===== config.mk =====
export PLATFORM = sky130hd
export DESIGN_NAME = comb_a_seq
export DESIGN_NICKNAME = d
export VERILOG_FILES = /design/src/rtl/comb_a_seq.sv
export SDC_FILE = /design/constraint.sdc
export NUM_CORES = 1
export LEC_CHECK = 0
export BUFFER_PORTS_ARGS = -buffer_cell sky130_fd_sc_hd__clkbuf_2
export CAP_MARGIN = 10
export CORE_MARGIN = 10
export CORE_UTILIZATION = 45
export CTS_CLUSTER_DIAMETER = 100
export DETAILED_ROUTE_END_ITERATION = 8
export GPL_TIMING_DRIVEN = 0
export PLACE_DENSITY = 0.77
export SETUP_SLACK_MARGIN = 0.02
export SLEW_MARGIN = 20
export SYNTH_ARGS = -nofsm -noshare
export SYNTH_HDL_FRONTEND = slang
export SYNTH_SLANG_ARGS = --single-unit

===== constraint.sdc =====
create_clock -name clk -period 2.2 [get_ports clk]
set_input_delay 0.33 -clock clk [delete_from_list [all_inputs] [get_ports clk]]
set_output_delay 0.33 -clock clk [all_outputs]
set_load 0.05 [all_outputs]

===== src/rtl/comb_a_seq.sv =====
// Sequencer for the comb_A datapath: latches an operand pair and walks the
// enabled control codes in ascending order, with one settle and one sample cycle per code.
module comb_a_seq #(
  parameter int WIDTH = 16
) (
  input  logic             clk,
  input  logic             reset,
  input  logic             start,
  input  logic [7:0]       code_mask,
  input  logic [WIDTH-1:0] opA_in,
  input  logic [WIDTH-1:0] opB_in,
  input  logic             zero1,
  input  logic             zero2,
  output logic             c1,
  output logic             c2,
  output logic             c3,
  output logic [WIDTH-1:0] opA,
  output logic [WIDTH-1:0] opB,
  output logic             busy,
  output logic             done,
  output logic [7:0]       z1_vec,
  output logic [7:0]       z2_vec
);

  localparam logic [1:0] ST_IDLE   = 2'b00;
  localparam logic [1:0] ST_DRIVE  = 2'b01;
  localparam logic [1:0] ST_SAMPLE = 2'b10;
  localparam logic [1:0] ST_DONE   = 2'b11;

  logic [1:0]       state_reg, state_next;
  logic [2:0]       code_reg, code_next;
  logic [7:0]       mask_reg, mask_next;
  logic [WIDTH-1:0] opa_reg, opa_next;
  logic [WIDTH-1:0] opb_reg, opb_next;
  logic [7:0]       z1_reg, z1_next;
  logic [7:0]       z2_reg, z2_next;
  logic [7:0]       above_mask;
  logic [2:0]       start_code;
  logic [2:0]       next_code;
  logic             active;

  function automatic logic [2:0] lowest(input logic [7:0] m);
    lowest = 3'd0;
    for (int i = 7; i >= 0; i--) begin
      if (m[i]) lowest = 3'(i);
    end
  endfunction

  // Enabled codes strictly above the current one; empty means the sweep is finished.
  genvar gi;
  generate
    for (gi = 0; gi < 8; gi++) begin : g_above
      assign above_mask[gi] = mask_reg[gi] && (code_reg < 3'(gi));
    end
  endgenerate

  assign start_code = lowest(code_mask);
  assign next_code  = lowest(above_mask);

  always_comb begin
    state_next = state_reg;
    code_next  = code_reg;
    mask_next  = mask_reg;
    opa_next   = opa_reg;
    opb_next   = opb_reg;
    z1_next    = z1_reg;
    z2_next    = z2_reg;
    case (state_reg)
      ST_IDLE: begin
        if (start) begin
          opa_next   = opA_in;
          opb_next   = opB_in;
          mask_next  = code_mask;
          z1_next    = 8'h00;
          z2_next    = 8'h00;
          code_next  = start_code;
          state_next = (code_mask == 8'h00) ? ST_DONE : ST_DRIVE;
        end
      end
      ST_DRIVE: begin
        state_next = ST_SAMPLE;
      end
      ST_SAMPLE: begin
        z1_next[code_reg] = zero1;
        z2_next[code_reg] = zero2;
        if (above_mask != 8'h00) begin
          code_next  = next_code;
          state_next = ST_DRIVE;
        end else begin
          state_next = ST_DONE;
        end
      end
      ST_DONE: begin
        state_next = ST_IDLE;
      end
      default: begin
        state_next = ST_IDLE;
      end
    endcase
  end

  always_ff @(posedge clk) begin
    if (reset) begin
      state_reg <= ST_IDLE;
      code_reg  <= 3'd0;
      mask_reg  <= 8'h00;
      opa_reg   <= '0;
      opb_reg   <= '0;
      z1_reg    <= 8'h00;
      z2_reg    <= 8'h00;
    end else begin
      state_reg <= state_next;
      code_reg  <= code_next;
      mask_reg  <= mask_next;
      opa_reg   <= opa_next;
      opb_reg   <= opb_next;
      z1_reg    <= z1_next;
      z2_reg    <= z2_next;
    end
  end

  // Control code reaches comb_A only while a code is being settled or sampled.
  assign active       = (state_reg == ST_DRIVE) || (state_reg == ST_SAMPLE);
  assign {c3, c2, c1} = active ? code_reg : 3'b000;
  assign busy         = active;
  assign done         = (state_reg == ST_DONE);
  assign opA          = opa_reg;
  assign opB          = opb_reg;
  assign z1_vec       = z1_reg;
  assign z2_vec       = z2_reg;

endmodule


# Yosys cells after proc, flatten, opt, wreduce, memory -nomap -nowiden
# Cells that the tools add are included.
[word_totals]
output_inout_bits = 53
register_bits = 61
elab_cells = 70
inputBits = 45
[classes]
n_reduce_logical = 17
eq_ne = 5
muxes = 31
magnitude_cmp = 10
[ops]
columns = ["operator", "count"]
rows = [
  ["2-to-1 mux 3 bit", 19],
  ["one-hot mux 8 bit (2 select lines)", 2],
  ["bitwise mux 8 bit", 2],
  ["less-than comparator 3 bit, second input constant", 4],
  ["logical AND 1 bit", 9],
  ["logical NOT 8 bit", 1],
  ["2-to-1 mux 8 bit", 1],
  ["one-hot mux 2 bit (4 select lines)", 1],
  ["nonzero test 8 bit", 1],
  ["less-than comparator 3 x 1 -> 1 bit, second input constant", 2],
  ["less-than comparator 3 x 2 -> 1 bit, second input constant", 2],
  ["2-to-1 mux 2 bit", 3],
  ["one-hot mux 3 bit (2 select lines)", 1],
  ["== test 2 bit, second input constant", 2],
  ["less-than comparator 3 x 4 -> 1 bit, second input constant", 1],
  ["!= test 2 bit, second input constant", 2],
  ["AND reduction 2 bit", 2],
  ["demux 1 bit (select 3 bit)", 1],
  [">= comparator 3 x 1 -> 1 bit, second input constant", 1],
  ["AND reduction 3 bit", 1],
  ["== test 2 x 1 -> 1 bit, second input constant", 1],
  ["logical NOT 2 bit", 1],
  ["nonzero test 2 bit", 1],
  ["logical OR 1 bit", 1],
  ["2-to-1 mux 1 bit", 1],
]

# Depth between registers and ports, before layout
# Gate-level depths: netlist (run 1).
[depth]
word_depth = 12
mapped_depth = 9
depth_no_buf = 7

# Worst setup path before layout (run 1)
# No wires, ideal clock.
[synth_path]
path_type = "register to output"
from = "register state_reg[1]"
to = "output c1"
path_stages_with_launch = 4
t_required_ns = 1.870
path_slack_ns = 0.385
path_buffers = 0
arrival_time_ns = 1.485
cell_sequence = "dfxtp_1 -> inv_1 -> ha_1 -> and2_1"
[synth_between]
elab_chain_cells = 3
word_cells_on_any_way = 4
cone_classes = "2 x eq/ne; 1 x mux; 1 x reduce/logical"
[synth_rtl]
columns = ["element", "line_no", "text"]
rows = [
  ["start: declaration", "30", "logic [1:0] state_reg, state_next;"],
  ["start signal: assignment", "112", "state_reg <= state_next;"],
  ["== test 2 x 1 -> 1 bit / == test 2 bit (equally long branches)", "123", "assign active = (state_reg == ST_DRIVE) || (state_reg == ST_SAMPLE);"],
  ["logical OR 1 bit *", "123", ""],
  ["named net busy", "19", "output logic busy,"],
  ["2-to-1 mux 3 bit *", "124", "assign {c3, c2, c1} = active ? code_reg : 3'b000;"],
  ["end: declaration", "14", "output logic c1,"],
]
# Mark *: on every way through the listed nets, which the timed path passes. The rest lies on a longest branch.

# Worst setup path in the final report (run 1)
[layout_path]
from = "register state_reg[0]"
to = "register z1_reg[3] (netlist: z1_vec[3])"
[layout_between]
elab_chain_cells = 3
word_cells_on_any_way = 6
cone_classes = "2 x eq/ne; 1 x mux; 3 x reduce/logical"
[layout_rtl]
columns = ["element", "line_no", "text"]
rows = [
  ["== test 2 bit / logical NOT 2 bit (equally long branches)", "68", "case (state_reg)"],
  ["nonzero test 2 bit (no line) / != test 2 bit (equally long branches)", "--", ""],
  ["AND reduction 2 bit (no line)", "--", ""],
  ["end signal: assignment", "117", "z1_reg <= z1_next;"],
  ["end: declaration", "35", "logic [7:0] z1_reg, z1_next;"],
]
# Parallel ways exist; a longest one is shown, timed or not.
# A chain may end at the register's enable or synchronous reset.

==> results of run 1 <==
==> what timing repair did <==
action,4_1_cts,5_1_grt
endpoints found under the setup margin,1,20
hold buffers,0,0
hold endpoints to repair,0,0
gates resized for setup,1,6
==> path summary, 6_finish.rpt <==
kind | start | to | slack, ns
min | opB_in[14] | opB[14] | 0.20
max reg2reg | state_reg[0] | z1_vec[3] | 0.17
max | state_reg[0] | z1_vec[3] | 0.17
min reg2reg | opA[8] | opA[8] | 0.45
==> power groups by stage <==
stage                     Clock [mW]  Combinational, mW  Sequential [mW]
after global placement             0               1.72             1.41
after global routing            1.21               1.92             1.42
after floorplan                    0              0.909             1.84
after CTS                       1.15               1.76             1.39
after detailed placement           0               1.75             1.42
final                           1.13               1.75             1.39
==> layout make-up <==
| cell class | instances | area [um^2] | share of cell area [%] |
|---|---|---|---|
| repair buffers | 96 | 480 | 14.3 |
| plain buffers | 23 | 101 | 3.02 |
| clock buffers | 11 | 151 | 4.52 |
| well taps | 72 | 90.1 | 2.69 |
| flip-flops and latches | 60 | 1200 | 35.8 |
| inverters | 10 | 37.5 | 1.12 |
| multi-input cells | 228 | 1210 | 36.0 |
| clock inverters | 5 | 82.6 | 2.46 |
==> through the flow <==
step	setup WS, ns	cell area [um^2]	utilization [%]
floorplan	0.385	2540	-
global placement	0.182	3110	56.5
detailed placement	0.0943	3110	56.5
CTS	0.0682	3350	60.8
global route	-0.0251	3350	60.9
finish	0.168	3350	60.9
==> cell families (layout without fill, tap and decap cells) <==
group           Yosys count  after routing  synth area share, %
simple gates            133            133                 22.2
compound gates           91             91                 23.3
buf+inv                  33            145                 5.27
flops                    60             60                 47.2
fa+ha+maj                 4              4                 1.97
==> cell usage in the layout, fill, tap and decap left out, types with 3 or more instances in the layout <==
| master | count |
|---|---|
| a21o_1 | 3 |
| clkbuf_8 | 11 |
| inv_1 | 10 |
| and3b_1 | 3 |
| nand2_1 | 82 |
| and2_1 | 4 |
| ha_1 | 4 |
| clkbuf_1 | 15 |
| clkbuf_2 | 100 |
| nor2_1 | 30 |
| o21bai_1 | 8 |
| o21ai_0 | 4 |
| nand2b_1 | 3 |
| nor3_1 | 4 |
| a311oi_1 | 3 |
| dfxtp_1 | 60 |
| a22oi_1 | 14 |
| a211oi_1 | 4 |
| a21oi_1 | 44 |
==> critical path, cell delays in order, from the launching register on <==
cell and delay [ns]:
dfxtp_1 0.33, inv_1 0.10, ha_1 0.15, clkbuf_1 0.28, o21ai_0 0.27, nor2_1 0.51
a22oi_1 0.19, nor2_1 0.13
==> metal layers <==
metal	vias up	global-route usage, %
met1	1156	18.6
li1	1310	-
met3	11	5.03
met5	-	0
met2	67	25.6
met4	0	7.11
==> run_results.csv, run 1 <==
group,metric,value,unit
run_status,outcome,"finished clean",
synthesis,ys_ff_latch,60,
route,vias_per_cell,5.04,
route,drc_errors,0,
cells_and_area,nets,477,
route,routed_wl,7120,um
route,wire_per_inst,14.1,um
synthesis,syn_nets,370,
synthesis,synth_most_common_cell,"nand2_1",
hold_path,holdPathStages,3,
power_and_ir_drop,p_total,4.28,mW
power_and_ir_drop,cellLeakagePower,1.50,nW
timing,holdWs,0.204,ns
route,antenna_left,0,
clock_tree,clk_transition_reported_paths,0.07,ns
global_routing,track_usage,15.7,%
cells_and_area,drive_gt1_share,28.4,%
worst_setup_path,start_kind,"flip-flop",
die,io_pins,98,
power_and_ir_drop,power_frac_seq,32.6,%
place,io_buffers,96,
clock_tree,clock_tree.root_cell,"clkbuf_8",
clock_tree,numClockSinks,60,
die,die_x,95.2,um
synthesis,async_reset_ff_share,0,%
worst_setup_path,reg2regPathDepth,7,
route,route.met2.wl,3560,um
flow_run,cap_violations,0,
timing,drv_slew,0,
synthesis,synth_top_area_share,47.2,%
place,gp_congestion,0.839,
die,core,5510,um^2
synthesis,ys_top_cells_by_count,"82 x nand2_1, 60 x dfxtp_1, 44 x a21oi_1",
synthesis,yosys-top-cells-area,"dfxtp_1 47%, nand2_1 12%, a21oi_1 8.7%",
hold_path,hold_path.class,"input pin to flip-flop",
route,dr.pass1.iters,4,
synthesis,synth_area_leader_cell,"dfxtp_1",
clock_tree,postCtsSetupBuffers,0,
clock_tree,clk-insertion-delay-late,0.34,ns
clock_tree,tritoncts,"done",
die,die_h,95.2,um
clock_tree,cts_max_level,3,
route,wl_met1,2880,um
power_and_ir_drop,cellInternalPower,2.47,mW
synthesis,synth_flop_cell,"dfxtp_1",
synthesis,synth_area,2540,um^2
synthesis,yosysWarnings,0,
worst_setup_path,cp.arrival,2.30,ns
worst_setup_path,critPathCaptureType,"flip-flop",
clock_tree,clk_path_buf_depth,2,
place,dp_cells,489,
route,drt_iter0_markers,120,
cells_and_area,areaGrowthSynthToFinish,31.8,%
die,std_cell_rows,27,
route,dr_total_vias,2544,
timing,post-route-min-period,2.03,ns
global_routing,antenna_found_initial,0,
power_and_ir_drop,comb_power_share,41.0,%
synthesis,synth_cell_types,35,
power_and_ir_drop,vdd_ir_drop_max,0.000614,V
synthesis,synth_area_per_cell,7.92,um^2
global_routing,grt_overflow_total,0,
timing,fin_skew,0.00683,ns
route,highest_layer,"met4",
power_and_ir_drop,power_density,1280,nW/um^2
timing,fin_setup_tns,0,ns
cells_and_area,antenna_cells,0,
timing,worst_pin_slew,0.572,ns
die,dieArea,9060,um^2
timing,slew_headroom,61.7,%
global_routing,grt_pass1_vias,2390,
power_and_ir_drop,switching_share,42.3,%
timing,post-route-period-util,92.4,%
timing,rsz0062_at_grt,"true",
worst_setup_path,worstPathRequired,2.47,ns
synthesis,synth_edf_count,0,
cells_and_area,fillCellCount,512,
cells_and_area,fin_cells,505,
global_routing,grt_max_degree,12,
worst_setup_path,path_class,"flip-flop to flip-flop",
timing,fmax,492,MHz
power_and_ir_drop,clkPwrFrac,26.5,%
die,start_util,46.2,%
global_routing,grt_pass1_wl,11400,um
synthesis,ys_seq_area_share,47.2,%
clock_tree,numCtsBuffers,9,
timing,final-hold-violation-count,0,
power_and_ir_drop,power.switching,1.81,mW
route,routed-wl-met3,560,um
worst_setup_path,cp_max_fo,8,
timing,setup_viol,0,
synthesis,syn-instance-count,321,
place,dp_hpwl,5530,um
(Power assumes the default switching activity.)
==> run 2, diff against run 1 <==
Settings changed: CELL_PAD_IN_SITES_DETAIL_PLACEMENT from default to 1, CELL_PAD_IN_SITES_GLOBAL_PLACEMENT from default to 2, CORE_UTILIZATION 45 to 26, GPL_TIMING_DRIVEN 0 to 1, PLACE_DENSITY 0.77 to 0.81.
==> run_results.csv, run 2 (same netlist as run 1, synthesis figures left out) <==
group,metric,value,unit
run_status,outcome,"finished clean",
global_routing,antenna_found_initial,0,
die,io_pins,98,
clock_tree,hold_buffers,0,
hold_path,hold_path.class,"input pin to flip-flop",
route,vias_per_cell,4.59,
global_routing,grt_max_degree,40,
worst_setup_path,cp.arrival,1.62,ns
worst_setup_path,worstPathRequired,1.87,ns
worst_setup_path,start_kind,"flip-flop",
die,die_x,119,um
clock_tree,clk_transition_reported_paths,0.07,ns
die,std_cell_rows,36,
timing,slew_headroom,53.1,%
place,io_buffers,97,
route,wire_per_inst,15.4,um
clock_tree,clk_path_buf_depth,2,
clock_tree,tritoncts,"done",
cells_and_area,antenna_cells,0,
route,routed_wl,8490,um
cells_and_area,layout_commonest_cell,"clkbuf_2",
clock_tree,clk-insertion-delay-late,0.34,ns
worst_setup_path,cp_slowest_cell,"dfxtp_1",
flow_run,cap_violations,0,
timing,post-route-min-period,1.95,ns
cells_and_area,multi_input_area,1210,um^2
die,start_util,26.4,%
hold_path,hold_end,"opA[6]",
global_routing,grt_overflow_total,0,
route,dr.pass1.iters,4,
worst_setup_path,reg2regPathDepth,5,
worst_setup_path,ff2ff_setup_slack,0.36,ns
die,die_h,119,um
clock_tree,cts_resized,0,
timing,fmax,514,MHz
worst_setup_path,path_class,"flip-flop to output port",
cells_and_area,drive_gt1_share,29.5,%
timing,drv_slew,0,
cells_and_area,final_util,34.7,%
route,drt_iter0_markers,115,
die,dieArea,14100,um^2
power_and_ir_drop,p_total,4.12,mW
worst_setup_path,path_buf_inv,1,
cells_and_area,areaGrowthSynthToFinish,31.4,%
place,dp_hpwl,6260,um
worst_setup_path,cp_slowest_stage_delay,0.77,ns
clock_tree,cts_max_level,3,
worst_setup_path,critPathTopFamily,"flip-flops",
clock_tree,numCtsBuffers,9,
worst_setup_path,cp_max_fo,20,
timing,fin_setup_tns,0,ns
timing,setup_viol,0,
place,gp_congestion,0.767,
timing,fin_skew,0.00548,ns
cells_and_area,seqCellArea,1200,um^2
hold_path,holdPathStages,3,
worst_setup_path,timing.rr.start,"code_reg[2]",
timing,post-route-period-util,88.5,%
cells_and_area,fillCellCount,1228,
worst_setup_path,critPathCaptureType,"output port",
power_and_ir_drop,vdd_ir_drop_max,0.000312,V
route,drc_errors,0,
global_routing,grt_pass1_wl,14000,um
timing,rsz0062_at_grt,"false",
cells_and_area,final_cell_mix,"97 x clkbuf_2, 82 x nand2_1, 60 x dfxtp_1",
timing,worst_pin_slew,0.702,ns
worst_setup_path,crit_chain,"and2_1 > clkbuf_2",
power_and_ir_drop,cellLeakagePower,1.47,nW
hold_path,min_from,"opA_in[6]",
cells_and_area,nets,462,
clock_tree,postCtsSetupBuffers,0,
clock_tree,numClockSinks,60,
timing,final-hold-violation-count,0,
global_routing,grt_pass1_vias,2714,
clock_tree,clock_tree.root_cell,"clkbuf_8",
power_and_ir_drop,power_density,1230,nW/um^2
global_routing,track_usage,12.0,%
route,antenna_left,0,
worst_setup_path,r2r_end,"code_reg[2]",
route,dr_total_vias,2522,
die,core,9640,um^2
[run 2: cell type report]
cell class	instances	share of cell area (%)
Clock buffer	10	4.12
Multi-Input combinational cell	228	36.1
Tap cell	133	4.98
Sequential cell	60	36.0
Inverter	10	1.12
Timing Repair Buffer	104	16.1
Clock inverter	5	1.57
[run 2: how the worst max path moves through the flow]
stage	from	endpoint	slack (ns)	cells after the start
3_3_place_gp	code_reg[2]	code_reg[2]	0.40	5
3_5_place_dp	code_reg[2]	code_reg[2]	0.36	5
5_1_grt	code_reg[2]	c3	0.14	2
6_report	code_reg[2]	c3	0.25	2
2_1_floorplan	state_reg[1]	c1	0.38	3
4_1_cts	code_reg[2]	c3	0.24	2
[run 2: power breakdown]
group	total, mW	leakage, nW	internal (mW)	switching [mW]
combinational	1.64	0.881	0.460	1.18
clock	0.979	0.0979	0.542	0.437
sequential	1.50	0.490	1.27	0.225
[run 2: stage by stage]
step	setup WS, ns	hold WS, ns	cell area (um^2)	std cells
after floorplan	0.385	0.446	2540	321
after global placement	0.404	0.442	3150	535
after detailed placement	0.364	0.450	3150	535
after CTS	0.239	0.187	3340	550
after global routing	0.139	0.197	3340	550
final	0.254	0.207	3340	550
[run 2: tightest hold or removal path: stages]
cell	delay, ns
clkbuf_2	0.08
nand2_1	0.04
a21oi_1	0.05
[run 2: metal layers]
layer  vias up  wire, um  global-route usage [%]
met3         9       531                    3.54
li1       1272         -                       -
met5         -         0                       0
met2        61      4070                    20.0
met4         0       121                    4.81
met1      1180      3770                    14.2
==> run 3, diff against run 2 <==
Settings changed: CORE_ASPECT_RATIO from default to 1.2, CORE_UTILIZATION 26 to 27, CTS_BUF_LIST from default to sky130_fd_sc_hd__clkbuf_2 sky130_fd_sc_hd__clkbuf_4 sky130_fd_sc_hd__clkbuf_8, PLACE_DENSITY 0.81 to 0.83.
==> run_results.csv, run 3 (same netlist as run 1, synthesis figures left out) <==
group,metric,value,unit
timing,fmax,514,MHz
power_and_ir_drop,power_density,1240,nW/um^2
place,detailed_place.area,3140,um^2
clock_tree,clk-insertion-delay-late,0.34,ns
die,core,9130,um^2
place,dp_cells,523,
route,drc_errors,0,
route,dr.pass1.iters,4,
worst_setup_path,critPathCaptureType,"output port",
clock_tree,tritoncts,"done",
die,start_util,27.9,%
power_and_ir_drop,power.switching,1.81,mW
timing,fin_setup_tns,0,ns
place,post-place-ws,0.365,ns
route,wire_per_inst,15.6,um
die,dieArea,13700,um^2
power_and_ir_drop,power_frac_seq,36.2,%
clock_tree,cts_resized,0,
timing,drv_slew,0,
clock_tree,cts_max_level,3,
cells_and_area,final_cell_mix,"97 x clkbuf_2, 82 x nand2_1, 60 x dfxtp_1",
power_and_ir_drop,cellInternalPower,2.32,mW
power_and_ir_drop,comb_power_share,39.6,%
timing,timing.final.ws_setup,0.255,ns
timing,post-route-min-period,1.94,ns
place,dp_hpwl,6270,um
global_routing,grt_overflow_total,0,
timing,worst_pin_slew,0.673,ns
worst_setup_path,path_class,"flip-flop to output port",
timing,holdWs,0.210,ns
die,die_h,126,um
worst_setup_path,cp.arrival,1.61,ns
timing,rsz0062_at_grt,"false",
cells_and_area,nets,463,
worst_setup_path,cp_max_fo,4,
place,gp_congestion,0.758,
cells_and_area,drive_gt1_share,29.5,%
clock_tree,clock_tree.root_cell,"clkbuf_8",
clock_tree,clk_transition_reported_paths,0.07,ns
cells_and_area,antenna_cells,0,
cells_and_area,areaGrowthSynthToFinish,31.2,%
route,drt_iter0_markers,74,
clock_tree,numClockSinks,60,
cells_and_area,layout_commonest_cell,"clkbuf_2",
place,io_buffers,97,
timing,post-route-period-util,88.4,%
die,std_cell_rows,38,
clock_tree,hold_buffers,0,
cells_and_area,final_util,36.5,%
power_and_ir_drop,clkPwrFrac,24.2,%
global_routing,track_usage,12.4,%
clock_tree,numCtsBuffers,9,
hold_path,hold_path.class,"input pin to flip-flop",
worst_setup_path,worstPathRequired,1.87,ns
global_routing,grt_pass1_wl,13700,um
power_and_ir_drop,switching_share,43.8,%
global_routing,grt_pass1_vias,2685,
timing,setup_viol,0,
worst_setup_path,start_kind,"flip-flop",
power_and_ir_drop,p_total,4.13,mW
cells_and_area,fin_cells,537,
die,die_x,109,um
flow_run,cap_violations,0,
route,vias_per_cell,4.77,
route,antenna_left,0,
power_and_ir_drop,vdd_ir_drop_max,0.000411,V
route,dr_total_vias,2564,
global_routing,antenna_found_initial,0,
run_status,outcome,"finished clean",
die,io_pins,98,
cells_and_area,fillCellCount,1150,
clock_tree,postCtsSetupBuffers,0,
global_routing,grt_max_degree,40,
route,routed_wl,8370,um
timing,final-hold-violation-count,0,
cells_and_area,stdcell_area,3340,um^2
timing,slew_headroom,55.1,%
timing,fin_skew,0.00926,ns
power_and_ir_drop,cellLeakagePower,1.48,nW
clock_tree,clk_path_buf_depth,2,
-- run 3: cell count changes in the layout (fill, tap and decap cells not counted) --
cell        previous run  this run
clkinv_2               3         1
buf_4                  7         8
clkbuf_4               0         1
clkbuf_8              10        11
clkinvlp_4             1         0
-- run 3: per-layer routing --
metal  vias up  routed length [um]  GRT usage (%)
li1       1277                   -              -
met1      1208                3450           13.7
met2        73                3970           19.5
met3         6                 890           7.29
met4         0                  55           3.73
met5         -                   0              0
-- run 3: power groups by stage --
stage	sequential [mW]	combinational, mW	clock, mW
detailed placement	1.52	1.67	0
CTS	1.49	1.67	1.04
global placement	1.50	1.64	0
global route	1.54	1.81	1.09
finish	1.50	1.64	0.999
floorplan	1.84	0.909	0
-- run 3: path summary, 6_finish.rpt --
check / from / endpoint / slack [ns] / depth (start not counted)
max: state_reg[1] / c2 / 0.26 / 4
min: opB_in[5] / opB[5] / 0.21 / 3
max reg2reg: code_reg[2] / code_reg[2] / 0.36 / 5
min reg2reg: opA[10] / opA[10] / 0.45 / 2
-- run 3: worst max-delay path, stage by stage, from the launching register on --
cell	delay, ns
dfxtp_1	0.42
inv_1	0.09
ha_1	0.35
and2_1	0.14
clkbuf_2	0.28
-- run 3: final cells by class --
class,instances,area [um^2],share of cell area [%]
Multi-Input combinational cell,228,1210,36.2
Inverter,10,37.5,1.13
Timing Repair Buffer,105,546,16.4
Tap cell,120,150,4.50
Sequential cell,60,1200,36.0
Clock buffer,12,159,4.76
Clock inverter,2,35.0,1.05
